<file path="src/rtl/mcyc_ctl_pkg.sv">
// Shared constants for the multicycle controller and the ALU control decoder.
// Holds state codes, opcodes, ALUOp codes, the control-word layout and a legality helper.
package mcyc_ctl_pkg;

    localparam logic [3:0] S_FETCH  = 4'd0;
    localparam logic [3:0] S_DECODE = 4'd1;
    localparam logic [3:0] S_MEMADR = 4'd2;
    localparam logic [3:0] S_MEMRD  = 4'd3;
    localparam logic [3:0] S_MEMWB  = 4'd4;
    localparam logic [3:0] S_MEMWR  = 4'd5;
    localparam logic [3:0] S_EXEC   = 4'd6;
    localparam logic [3:0] S_RWB    = 4'd7;
    localparam logic [3:0] S_BRANCH = 4'd8;
    localparam logic [3:0] S_JUMP   = 4'd9;
    localparam logic [3:0] S_ADDIEX = 4'd10;
    localparam logic [3:0] S_ADDIWB = 4'd11;

    localparam logic [5:0] OP_R    = 6'd0;
    localparam logic [5:0] OP_J    = 6'd2;
    localparam logic [5:0] OP_BEQ  = 6'd4;
    localparam logic [5:0] OP_ADDI = 6'd8;
    localparam logic [5:0] OP_LW   = 6'd35;
    localparam logic [5:0] OP_SW   = 6'd43;

    localparam logic [1:0] ALUOP_ADD   = 2'b00;
    localparam logic [1:0] ALUOP_SUB   = 2'b01;
    localparam logic [1:0] ALUOP_FUNCT = 2'b10;

    localparam logic [1:0] PCSRC_ALU  = 2'b00;
    localparam logic [1:0] PCSRC_OUT  = 2'b01;
    localparam logic [1:0] PCSRC_JUMP = 2'b10;

    localparam logic [1:0] SRCB_REG  = 2'b00;
    localparam logic [1:0] SRCB_FOUR = 2'b01;
    localparam logic [1:0] SRCB_IMM  = 2'b10;
    localparam logic [1:0] SRCB_BOFF = 2'b11;

    typedef struct packed {
        logic       pc_write;
        logic       pc_write_cond;
        logic       iord;
        logic       mem_read;
        logic       mem_write;
        logic       mem_to_reg;
        logic       ir_write;
        logic       alu_src_a;
        logic       reg_write;
        logic       reg_dst;
        logic [1:0] pc_source;
        logic [1:0] alu_src_b;
        logic [1:0] alu_op;
    } ctrl_t;

    function automatic logic op_legal(input logic [5:0] op, input logic addi_en);
        logic ok;
        ok = 1'b0;
        case (op)
            OP_R, OP_J, OP_BEQ, OP_LW, OP_SW: ok = 1'b1;
            OP_ADDI:                          ok = addi_en;
            default:                          ok = 1'b0;
        endcase
        return ok;
    endfunction

endpackage

</file>
<file path="src/rtl/mcyc_ctl_outdec.sv">
// Moore output decode: maps a state code to the packed control word.
// Ports: state_i (4b state code), ctrl_o (16b control word, ctrl_t layout).
module mcyc_ctl_outdec
    import mcyc_ctl_pkg::*;
(
    input  logic [3:0]  state_i,
    output logic [15:0] ctrl_o
);

    ctrl_t c;

    always_comb begin
        c = '0;
        case (state_i)
            S_FETCH: begin
                c.mem_read  = 1'b1;
                c.ir_write  = 1'b1;
                c.alu_src_b = SRCB_FOUR;
                c.pc_write  = 1'b1;
                c.alu_op    = ALUOP_ADD;
                c.pc_source = PCSRC_ALU;
            end
            S_DECODE: begin
                c.alu_src_b = SRCB_BOFF;
                c.alu_op    = ALUOP_ADD;
            end
            S_MEMADR, S_ADDIEX: begin
                c.alu_src_a = 1'b1;
                c.alu_src_b = SRCB_IMM;
                c.alu_op    = ALUOP_ADD;
            end
            S_MEMRD: begin
                c.mem_read = 1'b1;
                c.iord     = 1'b1;
            end
            S_MEMWB: begin
                c.reg_write  = 1'b1;
                c.mem_to_reg = 1'b1;
            end
            S_MEMWR: begin
                c.mem_write = 1'b1;
                c.iord      = 1'b1;
            end
            S_EXEC: begin
                c.alu_src_a = 1'b1;
                c.alu_src_b = SRCB_REG;
                c.alu_op    = ALUOP_FUNCT;
            end
            S_RWB: begin
                c.reg_write = 1'b1;
                c.reg_dst   = 1'b1;
            end
            S_BRANCH: begin
                c.alu_src_a     = 1'b1;
                c.alu_src_b     = SRCB_REG;
                c.alu_op        = ALUOP_SUB;
                c.pc_write_cond = 1'b1;
                c.pc_source     = PCSRC_OUT;
            end
            S_JUMP: begin
                c.pc_write  = 1'b1;
                c.pc_source = PCSRC_JUMP;
            end
            S_ADDIWB: begin
                c.reg_write = 1'b1;
            end
            default: c = '0;
        endcase
    end

    assign ctrl_o = c;

endmodule

</file>
<file path="src/rtl/mcyc_ctl.sv">
// Multicycle MIPS-style main controller: Moore FSM with state register and next-state logic.
// Ports: clk, reset (sync, active high), Op (6b), datapath strobes/selects, state (debug), illegal_op.
module mcyc_ctl
    import mcyc_ctl_pkg::*;
#(
    parameter int ENABLE_ADDI = 1
) (
    input  logic       clk,
    input  logic       reset,
    input  logic [5:0] Op,
    output logic       PCWrite,
    output logic       PCWriteCond,
    output logic       IorD,
    output logic       MemRead,
    output logic       MemWrite,
    output logic       MemtoReg,
    output logic       IRWrite,
    output logic       ALUSrcA,
    output logic       RegWrite,
    output logic       RegDst,
    output logic [1:0] PCSource,
    output logic [1:0] ALUSrcB,
    output logic [1:0] ALUOp,
    output logic [3:0] state,
    output logic       illegal_op
);

    localparam logic ADDI_EN = (ENABLE_ADDI != 0);

    logic [3:0]  state_q;
    logic [3:0]  state_d;
    logic [15:0] dec_word;
    ctrl_t       cw;

    always_comb begin
        state_d = S_FETCH;
        case (state_q)
            S_FETCH: state_d = S_DECODE;
            S_DECODE: begin
                if (Op == OP_LW || Op == OP_SW)
                    state_d = S_MEMADR;
                else if (Op == OP_R)
                    state_d = S_EXEC;
                else if (Op == OP_BEQ)
                    state_d = S_BRANCH;
                else if (Op == OP_J)
                    state_d = S_JUMP;
                else if (Op == OP_ADDI && ADDI_EN)
                    state_d = S_ADDIEX;
                else
                    state_d = S_FETCH;
            end
            S_MEMADR: state_d = (Op == OP_LW) ? S_MEMRD : S_MEMWR;
            S_MEMRD:  state_d = S_MEMWB;
            S_ADDIEX: state_d = S_ADDIWB;
            S_EXEC:   state_d = S_RWB;
            default:  state_d = S_FETCH;
        endcase
    end

    always_ff @(posedge clk) begin
        if (reset)
            state_q <= S_FETCH;
        else
            state_q <= state_d;
    end

    mcyc_ctl_outdec u_outdec (
        .state_i (state_q),
        .ctrl_o  (dec_word)
    );

    // Reset masks the strobes combinationally so an aborted
    // instruction cannot write anything in the reset cycle.
    assign cw = reset ? '0 : ctrl_t'(dec_word);

    assign PCWrite     = cw.pc_write;
    assign PCWriteCond = cw.pc_write_cond;
    assign IorD        = cw.iord;
    assign MemRead     = cw.mem_read;
    assign MemWrite    = cw.mem_write;
    assign MemtoReg    = cw.mem_to_reg;
    assign IRWrite     = cw.ir_write;
    assign ALUSrcA     = cw.alu_src_a;
    assign RegWrite    = cw.reg_write;
    assign RegDst      = cw.reg_dst;
    assign PCSource    = cw.pc_source;
    assign ALUSrcB     = cw.alu_src_b;
    assign ALUOp       = cw.alu_op;

    assign state      = reset ? S_FETCH : state_q;
    assign illegal_op = ~reset & (state_q == S_DECODE)
                      & ~op_legal(Op, ADDI_EN);

endmodule
</file>
<file path="config.mk">
export PLATFORM = sky130hd
export DESIGN_NAME = mcyc_ctl
export DESIGN_NICKNAME = d
export VERILOG_FILES = /design/src/rtl/mcyc_ctl_pkg.sv /design/src/rtl/mcyc_ctl_outdec.sv /design/src/rtl/mcyc_ctl.sv
export SDC_FILE = /design/constraint.sdc
export NUM_CORES = 1
export LEC_CHECK = 0
export CORE_MARGIN = 5
export CORE_UTILIZATION = 36
export CTS_CLUSTER_SIZE = 12
export DETAILED_ROUTE_END_ITERATION = 7
export HOLD_SLACK_MARGIN = 0.08
export PLACE_DENSITY = 0.76
export SYNTH_ARGS = -nofsm -noshare
export SYNTH_HDL_FRONTEND = slang
export SYNTH_SLANG_ARGS = --single-unit
</file>
<file path="constraint.sdc">
create_clock -name clk -period 1.7 [get_ports clk]
set_clock_uncertainty 0.05 [all_clocks]
set_input_delay 0.255 -clock clk [delete_from_list [all_inputs] [get_ports clk]]
set_output_delay 0.255 -clock clk [all_outputs]
set_load 0.02 [all_outputs]
</file>
Word-level counts from Yosys, hierarchy flattened
Cells that the tools add are included.
Operators by class
  equality and inequality tests: 16
  multiplexer cells: 22
  bitwise logic cells: 4
  reductions and logical operators: 10
Operators with widths (count)
  2-to-1 mux 4 bit: 6
  one-hot mux 4 bit (6 select lines): 1
  one-hot mux 4 bit (5 select lines): 1
  equality test 4 x 3 -> 1 bit, second input constant: 4
  equality test 4 bit, second input constant: 4
  2-to-1 mux 16 bit: 1
  equality test 6 bit, second input constant: 2
  2-to-1 mux 1 bit: 11
  equality test 4 x 2 -> 1 bit, second input constant: 2
  OR reduction 2 bit: 4
  equality test 6 x 2 -> 1 bit, second input constant: 1
  equality test 6 x 3 -> 1 bit, second input constant: 1
  equality test 6 x 4 -> 1 bit, second input constant: 1
  logical NOT 6 bit: 1
  OR reduction 6 bit: 1
  equality test 4 x 1 -> 1 bit, second input constant: 1
  logical NOT 4 bit: 1
  one-hot mux 2 bit (2 select lines): 1
  OR reduction 4 bit: 1
  2-to-1 mux 3 bit: 1
  OR reduction 3 bit: 1
  bitwise AND 1 bit: 2
  inverter 1 bit: 2
  logical OR 1 bit: 1
Storage, ports and cells
  register bits after elaboration: 4
  input port bits: 8
  output and inout port bits: 21
  word-level logic and storage cells: 53

Longest topological paths before layout
  depth after elaboration: 7
  mapped depth: 5
  gate-level depth less buffers: 4

Cells and area by module
Synthesis repeated with hierarchy kept, for this count alone.
Unflattened totals
  cells, all modules: 94
  area, all modules: 664.4 sq um
Modules (own cells, without submodules)
  mcyc_ctl: times used 1, cells an instance 64, area an instance 473.0 sq um, seq. area each 80.1 sq um
  mcyc_ctl_outdec: times used 1, cells an instance 30, area an instance 191.4 sq um, seq. area each 0.0 sq um

Worst setup path after synthesis
No wires, ideal clock.
  path type: register to output
  start: reg state_q[2]
  end: out PCSource[0]
  arrival time: 1.453 ns
  path slack: -0.058 ns
  stages on the path, launching flop included: 6
  cell sequence: dfxtp_1 buf_2 nor2_1 nand2_1 nor3_1 buf_4
Between the ends
  longest elaborated chain between the ends: 3
Ends and longest elaborated chain
  from (decl): line mcyc_ctl.sv:30  | logic [3:0] state_q;
  from (signal assigned): line mcyc_ctl.sv:65  | state_q <= state_d;
  equality test 4 bit: line mcyc_ctl_outdec.sv:14  | case (state_i)
  one-hot mux 2 bit (2 select lines) *: line mcyc_ctl_outdec.sv:14
  2-to-1 mux 16 bit *: line mcyc_ctl.sv:75  | assign cw = reset ? '0 : ctrl_t'(dec_word);
  to (decl): line mcyc_ctl.sv:21  | output logic [1:0] PCSource,
Every way passes the cells marked *; elsewhere a longest branch is shown, timed or not.

Worst setup path after layout
  start: reg state_q[1]
  end: out IorD
Between the ends
  longest elaborated chain between the ends: 4
Ends and longest elaborated chain
  equality test 4 x 3 -> 1 bit or equality test 4 x 2 -> 1 bit (tied branches): line mcyc_ctl_outdec.sv:14
  OR reduction 2 bit (no source line) *
  2-to-1 mux 1 bit *: line mcyc_ctl_outdec.sv:14
  2-to-1 mux 16 bit *: line mcyc_ctl.sv:75
  to (decl): line mcyc_ctl.sv:13  | output logic IorD,
Marked as above.

==> summary.md <==
| Metric | Value |
|---|---|
| Status | finished with violations |
| Violations in the final reports | negative setup slack |
| Initial antenna violation count | 0 |
| Diode count | 0 |
| Placed cell areas | 971 sq um |
| Largest family of logic cells by synthesized area | simple AND/OR/NAND/NOR gates |
| Seq/Total Area, Yosys | 0.160 |
| Layout Area Growth over Synthesis | 111% |
| Hold Crit Class | in2reg |
| Antenna-violating nets left | 0 |
| Largest net degree at the start of global routing | 13 |
| Clock latency on the worst-skew pair | roughly 250 ps |
| Via count | ~820 |
| Final min period | 1740 ps |
| Final Worst Setup Slack | -39.5 ps |
| Die Footprint | between 0.002 and 0.0025 sq mm |
| Routability Congestion | 0.805 |
| Core Rows | 13 |
| Chip height | ~47 microns |
| Max_cap viols | 0 |
| Critical path class | reg2out |
| H-tree levels | 1 |
| Synth Area in Simple Gates | 0.514 |
| Pwr per Cell Area | approximately 370 mW/mm^2 |
| Root Driver | clkbuf_4 |
| Area leader, netlist | dfxtp_1 |
| CTS Hold Bufs | 0 |
| Compound-Gate Fraction of Synth Area | 0.202 |
| Most common cell after layout, fill and taps aside | buf_4 |
| Number of remaining DRC errors | 0 |
| Worst setup SP type | flip-flop |
| Worst EP required | 1390 ps |
| Worst Path Max Fanout | 7 |
| Final Max Tran Viols | 0 |
| Slew margin rel. | 0.825 |
| Clock buffer count from CTS | 3 |
| WL final | 2340 microns |
| Die X | 47.3 microns |
| Slowest stage delay, CP | about 400 ps |
| Yosys cell types | 32 |
| Worst-margin pin slew | around 260 ps |
| VDD IR max | 0.442 mV |
| Number of fill cells | 78 |
| Final Setup Violations | 3 |
| CP Capture Type | primary output |
| Cells after synthesis | 74 |
| Largest register FFs | 4 |
| Mapped Avg Cell Area | ~6.8 sq um |
| Io pins | 29 |
| Pre-antenna DRT Iters | 4 |
| Arr. time, crit path | approximately 1400 ps |
| Global route overflow | 0 |
| Top-area cell type share of the netlist area | 0.160 |
| WP buf/inv | 2 |
| Post-synthesis mux area share | 0 |
| Final core occ | 0.804 |
| CTS Buffer Depth | 2 |
| DRT iter0 DRCs | 21 |
| Most frequent cells in the layout | buf_4, buf_2, nor2_1, dlygate4sd2_1, nand2_1 |
| Starting density of the core | 0.381 |
| Core ar. | approximately 0.0013 sq mm |
| Largest regs | state_q x4 |
| First-pass GRT wire length | 3180 microns |
| DP HPWL | ~1400 microns |
| # clock sinks | 4 |
| Crit path cell chain | buf_4 > xor2_1 > nand2_1 > nor2_1 > clkdlybuf4s15_2 |
| Setup TNS | -68.5 ps |
| Top Family by Delay on Critical Path | buffers and inverters |
| Power Total | 0.000390 W |
| Final #Nets | 144 |
| Finished Cell Area | 0.00106 sq mm |
| Largest Register | state_q |
| Synthesis Warnings | 0 |
| Crit-path slowest cell | dfxtp_2 |
| P_leak | 0.528 nW |
| Fraction of layout cells with a size suffix above 1 | 0.590 |
| Vias in the first global route | 734 |
| Clock slew at reported path FFs | approximately 40 ps |
| Final period utilization | 1.02 |
| Drt wl/cell | 15.7 microns |
| I/O Buffers | 28 |
| CTS tree | yes |
| Seq cells post-synth | 4 |
| Total Routing Usage GR | 0.198 |
| Vias per Instance | 5.52 |
| RSZ-0062 raised after global routing | yes |
| Synth top area cells | dfxtp_1, nor2_1, nor3_1 |
| Post-Synth Adder-Cell Area | 0 |
| XOR/XNOR Fraction of Synth Area | 0.0524 |
| Cell Area, Synth | about 500 sq um |
| Net count after synthesis | 82 |
| Fmax | 575 MHz |
| Final Hold Fails | 0 |
Yosys cell counts, drive strengths merged:
library cell,n
nor2,12
nor3,9
nand2,8
buf,6
a21oi,4
dfxtp,4
nor2b,3
o21ai,3
xor2,3
nand2b,2
nor4,2
nor4b,2
o31ai,2
or2,2
or3,2
a2111oi,1
a211oi,1
a21o,1
a31oi,1
a32o,1
and2b,1
and3,1
inv,1
nor3b,1
o211a,1
cells by family (layout without fill, tap and decap cells):
kind of cell | count (synthesis) | count (layout)
compound gates | 15 | 15
buf+inv | 7 | 67
simple gates | 45 | 45
xor+xnor | 3 | 3
flops | 4 | 4
metal layers:
metal	global-route usage	share of wire	routed length, microns	up-vias
met2	0.356	0.52	1210	40
met4	0.0497	0.010	24	0
met1	0.225	0.39	919	389
met3	0.0575	0.077	179	4
li1	-	-	-	390
met5	0	0	0	-
worst paths after layout:
check	slack, ps	depth (start not counted)	from	end
worst max-delay path	-40	5	state_q[1]	IorD
worst min-delay path	540	3	reset	state_q[1]
worst max register to register	170	6	state_q[2]	state_q[1]
worst min register to register	560	2	state_q[0]	state_q[0]
tightest hold or removal path: cells and delay by family:
family | cells | cell delay (ps)
buffers and inverters | 2 | 420
AOI/OAI and AO/OA | 1 | 100
metrics by stage:
| step | setup WS (ps) | cells | hold WS [ps] |
|---|---|---|---|
| after floorplan | -58.0 | 74 | 375 |
| after global placement | -586 | 138 | 612 |
| after detailed placement | -628 | 138 | 616 |
| after CTS | -7.98 | 147 | 475 |
| after global routing | -102 | 149 | 538 |
| final | -39.5 | 149 | 537 |
cell type report:
| type | count | area [sq um] | share of cell area |
|---|---|---|---|
| repair buffers | 63 | 470 | 0.444 |
| multi-input cells | 63 | 459 | 0.433 |
| flip-flops and latches | 4 | 85.1 | 0.0803 |
| clock buffers | 3 | 22.5 | 0.0213 |
| well taps | 15 | 18.8 | 0.0177 |
| inverters | 1 | 3.75 | 0.00354 |
power breakdown:
part / switching [W] / internal (W)
Clock: 0.0000441 / 0.0000793
Combinational: 0.0000836 / 0.0000807
Sequential: 0.00000572 / 0.0000968
what timing repair did:
| action | in CTS | in global routing |
|---|---|---|
| gates resized for setup | 87 | 23 |
| buffers inserted | 6 | 2 |
| pin swaps | 4 | 2 |
| endpoints found under the setup margin | 21 | 21 |
Power figures use the tool's default switching activity.
